$ cat config.mk
export PLATFORM = sky130hd
export DESIGN_NAME = snn_sync_fifo
export DESIGN_NICKNAME = d
export VERILOG_FILES = /design/src/rtl/snn_soc_pkg.sv /design/src/rtl/snn_fifo_mem.sv /design/src/rtl/snn_sync_fifo.sv
export SDC_FILE = /design/constraint.sdc
export NUM_CORES = 1
export LEC_CHECK = 0
export BUFFER_PORTS_ARGS = -buffer_cell sky130_fd_sc_hd__buf_2
export CAP_MARGIN = 20
export CORE_ASPECT_RATIO = 1.25
export CORE_MARGIN = 2
export CORE_UTILIZATION = 55
export CTS_CLUSTER_SIZE = 8
export DETAILED_ROUTE_END_ITERATION = 16
export GPL_TIMING_DRIVEN = 1
export HOLD_SLACK_MARGIN = 0.02
export PLACE_DENSITY = 0.75
export SLEW_MARGIN = 30
export SYNTH_ARGS = -nofsm -noshare
export SYNTH_HDL_FRONTEND = slang
export SYNTH_SLANG_ARGS = --single-unit
$ cat constraint.sdc
create_clock -name clk -period 4 [get_ports clk]
set_clock_uncertainty 0.2 [all_clocks]
set_input_delay 0.8 -clock clk [delete_from_list [all_inputs] [get_ports clk]]
set_output_delay 0.8 -clock clk [all_outputs]
set_load 0.01 [all_outputs]
$ cat src/rtl/snn_soc_pkg.sv
`default_nettype none
// ============================================================================
// Module  : snn_soc_pkg
// Brief   : Shared FIFO sizing for the SNN SoC (input/output FIFO depths and
//           the occupancy-count width used by the FIFO status window).
// Rev     : 1.0  initial release
// ============================================================================
package snn_soc_pkg;

    localparam int INPUT_FIFO_DEPTH  = 16;
    localparam int OUTPUT_FIFO_DEPTH = 16;

    // Count must hold the value DEPTH itself, hence DEPTH+1 states.
    function automatic int cnt_width(input int depth);
        return $clog2(depth + 1);
    endfunction

endpackage
`default_nettype wire

$ cat src/rtl/snn_fifo_mem.sv
`default_nettype none
// ============================================================================
// Module  : snn_fifo_mem
// Brief   : DEPTH x WIDTH register array, one write port, async read port.
// Rev     : 1.0  initial release
// ============================================================================
module snn_fifo_mem #(
    parameter int WIDTH = 32,
    parameter int DEPTH = 16,
    parameter int AW    = 4
) (
    input  logic             clk,
    input  logic             wr_en,
    input  logic [AW-1:0]    wr_addr,
    input  logic [WIDTH-1:0] wr_data,
    input  logic [AW-1:0]    rd_addr,
    output logic [WIDTH-1:0] rd_data
);

    logic [WIDTH-1:0] mem_q [DEPTH];

    always_ff @(posedge clk) begin
        if (wr_en) begin
            mem_q[wr_addr] <= wr_data;
        end
    end

    // Combinational read keeps the head word visible without a pop (FWFT).
    assign rd_data = mem_q[rd_addr];

endmodule
`default_nettype wire

$ cat src/rtl/snn_sync_fifo.sv
`default_nettype none
// ============================================================================
// Module  : snn_sync_fifo
// Brief   : Single-clock FWFT FIFO with registered count/flags, sticky
//           overflow/underflow, peak occupancy and synchronous flush.
// Rev     : 1.0  initial release
// ============================================================================
module snn_sync_fifo
    import snn_soc_pkg::*;
#(
    parameter int WIDTH = 32,
    parameter int DEPTH = 16,
    parameter int CNT_W = cnt_width(DEPTH)
) (
    input  logic             clk,
    input  logic             rst,
    input  logic             flush,
    input  logic             push,
    input  logic [WIDTH-1:0] wr_data,
    input  logic             pop,
    output logic [WIDTH-1:0] rd_data,
    output logic [CNT_W-1:0] count,
    output logic             empty,
    output logic             full,
    output logic [CNT_W-1:0] peak_count,
    output logic             overflow,
    output logic             underflow,
    input  logic             clr_flags
);

    localparam int PTR_W = $clog2(DEPTH);
    localparam logic [PTR_W-1:0] c_ptr_last = PTR_W'(DEPTH - 1);
    localparam logic [CNT_W-1:0] c_cnt_full = CNT_W'(DEPTH);

    logic [PTR_W-1:0] wr_ptr_q, wr_ptr_d;
    logic [PTR_W-1:0] rd_ptr_q, rd_ptr_d;
    logic [CNT_W-1:0] count_q, count_d;
    logic [CNT_W-1:0] peak_q, peak_d;
    logic             empty_q, empty_d;
    logic             full_q, full_d;
    logic             overflow_q, overflow_d;
    logic             underflow_q, underflow_d;
    logic             wr_en, rd_en, mem_we;

    // Pointers wrap explicitly so DEPTH need not be a power of two.
    function automatic logic [PTR_W-1:0] ptr_inc(input logic [PTR_W-1:0] p);
        return (p == c_ptr_last) ? '0 : p + 1'b1;
    endfunction

    always_comb begin
        wr_en    = push & (~full_q | pop);
        rd_en    = pop & ~empty_q;
        wr_ptr_d = wr_ptr_q;
        rd_ptr_d = rd_ptr_q;
        count_d  = count_q;
        mem_we   = wr_en & ~flush;

        if (flush) begin
            wr_ptr_d = '0;
            rd_ptr_d = '0;
            count_d  = '0;
        end else begin
            if (wr_en) wr_ptr_d = ptr_inc(wr_ptr_q);
            if (rd_en) rd_ptr_d = ptr_inc(rd_ptr_q);
            case ({wr_en, rd_en})
                2'b10:   count_d = count_q + 1'b1;
                2'b01:   count_d = count_q - 1'b1;
                default: count_d = count_q;
            endcase
        end

        empty_d = (count_d == '0);
        full_d  = (count_d == c_cnt_full);

        // A new error in the same cycle as clr_flags must survive the clear.
        overflow_d  = (overflow_q & ~clr_flags)  | (push & ~wr_en & ~flush);
        underflow_d = (underflow_q & ~clr_flags) | (pop & empty_q & ~flush);

        if (clr_flags || count_d > peak_q) peak_d = count_d;
        else                               peak_d = peak_q;
    end

    always_ff @(posedge clk) begin
        if (rst) begin
            wr_ptr_q    <= '0;
            rd_ptr_q    <= '0;
            count_q     <= '0;
            peak_q      <= '0;
            empty_q     <= 1'b1;
            full_q      <= 1'b0;
            overflow_q  <= 1'b0;
            underflow_q <= 1'b0;
        end else begin
            wr_ptr_q    <= wr_ptr_d;
            rd_ptr_q    <= rd_ptr_d;
            count_q     <= count_d;
            peak_q      <= peak_d;
            empty_q     <= empty_d;
            full_q      <= full_d;
            overflow_q  <= overflow_d;
            underflow_q <= underflow_d;
        end
    end

    snn_fifo_mem #(
        .WIDTH (WIDTH),
        .DEPTH (DEPTH),
        .AW    (PTR_W)
    ) u_mem (
        .clk     (clk),
        .wr_en   (mem_we),
        .wr_addr (wr_ptr_q),
        .wr_data (wr_data),
        .rd_addr (rd_ptr_q),
        .rd_data (rd_data)
    );

    assign count      = count_q;
    assign empty      = empty_q;
    assign full       = full_q;
    assign peak_count = peak_q;
    assign overflow   = overflow_q;
    assign underflow  = underflow_q;

endmodule
`default_nettype wire

==> flow_metrics.py <==
metrics = {
    "cts": {
        "htreeDepth": 3,
        "post_cts_buffers": 0,
        "cts-hold-fix-buffers": 0,
        "clk_path_buf_depth": 3,
        "cts_tree": "done",
        "root_buffer": "clkbuf_16",
        "insertion_delay_ps": 590,
        "cts-resized-gates": 0,
        "clk_pin_slew_ps": 50,
        "cts_buffers": 77,
        "cts.sinks": 538,
    },
    "finish": {
        "multiInputGateArea_mm2": 0.00460,
        "fillCellCount": 2316,
        "drive_above_1_share": 0.373,
        "regArea_mm2": 0.0159,
        "fin_nets": 1092,
        "syn_to_final_growth_pct": 18.0,
    },
    "worst_setup_path": {
        "cpMostUsedCell": "mux4_2",
        "required_ps": 3000,
        "critPathKind": "register to primary output",
        "startpoint_type": "register",
        "worstPathArrival_ps": 2740,
        "endpoint_kind": "primary output",
        "worst-path-stages": 4,
        "crit_chain": "buf_4 -> mux4_2 -> mux4_2 -> buf_2",
        "slowest_delay_ps": 570,
        "r2r_setup_slack_ps": 490,
        "crit_family": "multiplexers",
        "timing.rr.end": "peak_count[3]$_SDFFE_PP0P_",
        "worst_path_max_delay_cell": "mux4_2",
        "r2r_start": "empty$_SDFF_PP1_",
        "r2r_cells": 16,
        "path_buf_inv": 2,
        "path_max_fanout": 25,
    },
    "synthesis": {
        "synth_flop_cell": "edfxtp_1",
        "ys_ff_latch": 538,
        "synth.top_cell.area_share": 0.748,
        "ys_types": 38,
        "netlist_area_mm2": 0.0206,
        "synth_cells": 880,
        "synthArstFlopShare": 0,
        "synth_fp_nets": 931,
        "synth_area_leader_cell": "edfxtp_1",
        "yosys_warnings": 0,
        "synth.avg_cell_area_um2": 23.4,
        "netlist_top_cells_area": "edfxtp_1, mux4_2, dfxtp_1",
        "yosysSeqAreaShare": 0.773,
        "synth_edf_count": 512,
    },
    "routing": {
        "ant_nets": 0,
        "route.vias.total": 9742,
        "drt-initial-drc-count": 982,
        "drt_pass1_iterations": 5,
        "routedWlPerCell_um": 28.8,
        "wl_mm": 44.5,
        "remaining_drc_errors": 0,
        "via_per_inst": 6.30,
    },
    "floorplanning": {
        "rows": 79,
        "initial_core_util": 0.555,
        "dieArea_mm2": 0.0390,
        "die_w_um": 177,
        "top_level_ports": 84,
        "fp.coreArea_mm2": 0.0371,
        "die_y_um": 220,
    },
    "global_route": {
        "grt_pass1_wl_mm": 65.9,
        "track_usage": 0.239,
        "gr-total-overflow": 0,
        "antenna_found_initial": 5,
        "grt_pass1_vias": 10287,
        "grt_max_degree": 51,
    },
    "sta": {
        "tightestPinTransition_ps": 796,
        "hold_viol": 0,
        "fin_crit_ps": 3740,
        "fin_setup_tns_ps": 0,
        "slew_headroom": 0.470,
        "slew_violations": 0,
        "finalCritPeriodShare": 0.934,
        "rsz0062_at_grt": "no",
        "finalSetupViolCount": 0,
        "fin_hold_ws_ps": 272,
        "fmax_mhz": 268,
    },
    "hold_path": {
        "hold_path_end": "underflow$_SDFF_PP0_",
        "hp-start": "underflow$_SDFF_PP0_",
        "hp-class": "register to register",
        "min_path_cells": 2,
    },
    "placement": {
        "detailed_place_hpwl_mm": 22.1,
        "io_buffer_count": 83,
        "place_congestion": 0.785,
    },
    "pwr": {
        "worst_ir_drop_vdd_mv": 0.355,
        "cellPowerDensity_mw_per_mm2": 506,
        "p_leak_nw": 7.63,
    },
    "flow_run": {
        "maxCapViolCount": 0,
    },
    "outcome": {
        "status": "finished, final reports clean",
    },
}
## layout make-up
cell class	count	share of cell area
Sequential cell	538	0.656
Multi-Input combinational cell	290	0.189
Clock buffer	92	0.0844
Timing Repair Buffer	124	0.0417
Tap cell	486	0.0251
Clock inverter	4	0.00217
Inverter	10	0.00155
Antenna cell	2	0.000206
## registers in the layout, indices dropped and copies added (netlist names), named ones only
| register | flops |
|---|---|
| peak_count | 5 |
| wr_ptr_q | 4 |
| underflow | 1 |
| rd_ptr_q | 4 |
| u_mem.mem_q | 512 |
| count | 5 |
| overflow | 1 |
| empty | 1 |
| full | 1 |
## stage by stage
step / cell area (um2) / power [mW] / std cells / utilization / setup slack [ps]
floorplan: 20600 / 6.50 / 880 / - / 7.97
global placement: 22200 / 6.64 / 1448 / 0.598 / 6.16
detailed placement: 22200 / 6.65 / 1448 / 0.598 / -154
CTS: 24300 / 12.4 / 1544 / 0.654 / 208
global route: 24300 / 12.6 / 1546 / 0.655 / 126
finish: 24300 / 12.3 / 1546 / 0.655 / 264
## synthesized netlist by cell type, types with 6 or more instances
library cell / n
a21oi_1: 14
dfxtp_1: 26
nand2b_1: 6
nor2_1: 29
mux2i_1: 7
nand2_1: 13
edfxtp_1: 512
buf_2: 13
mux4_2: 160
xor2_1: 6
clkbuf_1: 24
nor3_1: 7
ha_1: 13
inv_1: 10
## power by group
group          total [mW]  leakage, nW  switching (mW)  internal (mW)
sequential           6.22         4.83          0.0143           6.20
combinational       0.333         1.78           0.193          0.140
clock                5.73         1.02            2.19           3.54
## how the worst max path moves through the flow
stage,from,endpoint,slack [ps]
final,register,rd_data[2],260
after global routing,register,rd_data[2],130
after CTS,register,rd_data[6],210
after detailed placement,pop,peak_count[3]$_SDFFE_PP0P_,-150
after global placement,pop,peak_count[4]$_SDFFE_PP0P_,6
after floorplan,pop,peak_count[0]$_SDFFE_PP0P_,8
## layout by cell type (no fill, tap or decap), drive strengths merged
master / n
a21o: 3
a21oi: 14
a311oi: 2
a31oi: 2
a32oi: 1
and3: 1
buf: 124
clkbuf: 92
clkinv: 1
clkinvlp: 1
dfxtp: 26
diode: 2
edfxtp: 512
ha: 13
inv: 12
mux2: 1
mux2i: 7
mux4: 160
nand2: 13
nand2b: 6
nand3: 4
nand3b: 2
nor2: 29
nor2b: 4
nor3: 7
nor3b: 2
nor4: 1
nor4b: 1
o21ai: 3
o21bai: 1
o31ai: 2
or2: 1
or3: 1
or3b: 1
or4: 2
xor2: 6
## per-layer routing
metal	wire length, um	vias up	track usage	share of wire
li1	-	4033	-	-
met1	17200	5178	0.315	0.39
met2	23100	449	0.397	0.52
met3	3210	76	0.0517	0.072
met4	959	6	0.0865	0.022
met5	34	-	0	0.00076
## tightest hold or removal path, cell delays in order (launching register included)
cell and delay (ps):
dfxtp_1 310, nand2b_1 60, a21oi_1 50
## cell families after synthesis
kind of cell	after synthesis	share of synthesized area
xor gates and xnor gates	6	0.00256
and+or+nand+nor	75	0.0181
muxes	168	0.179
buffers and inverters	52	0.0106
DFF	538	0.773
AOI/OAI and AO/OA	28	0.00846
adders and majority gates	13	0.00791
No activity file was read; power rests on OpenSTA's default activity.
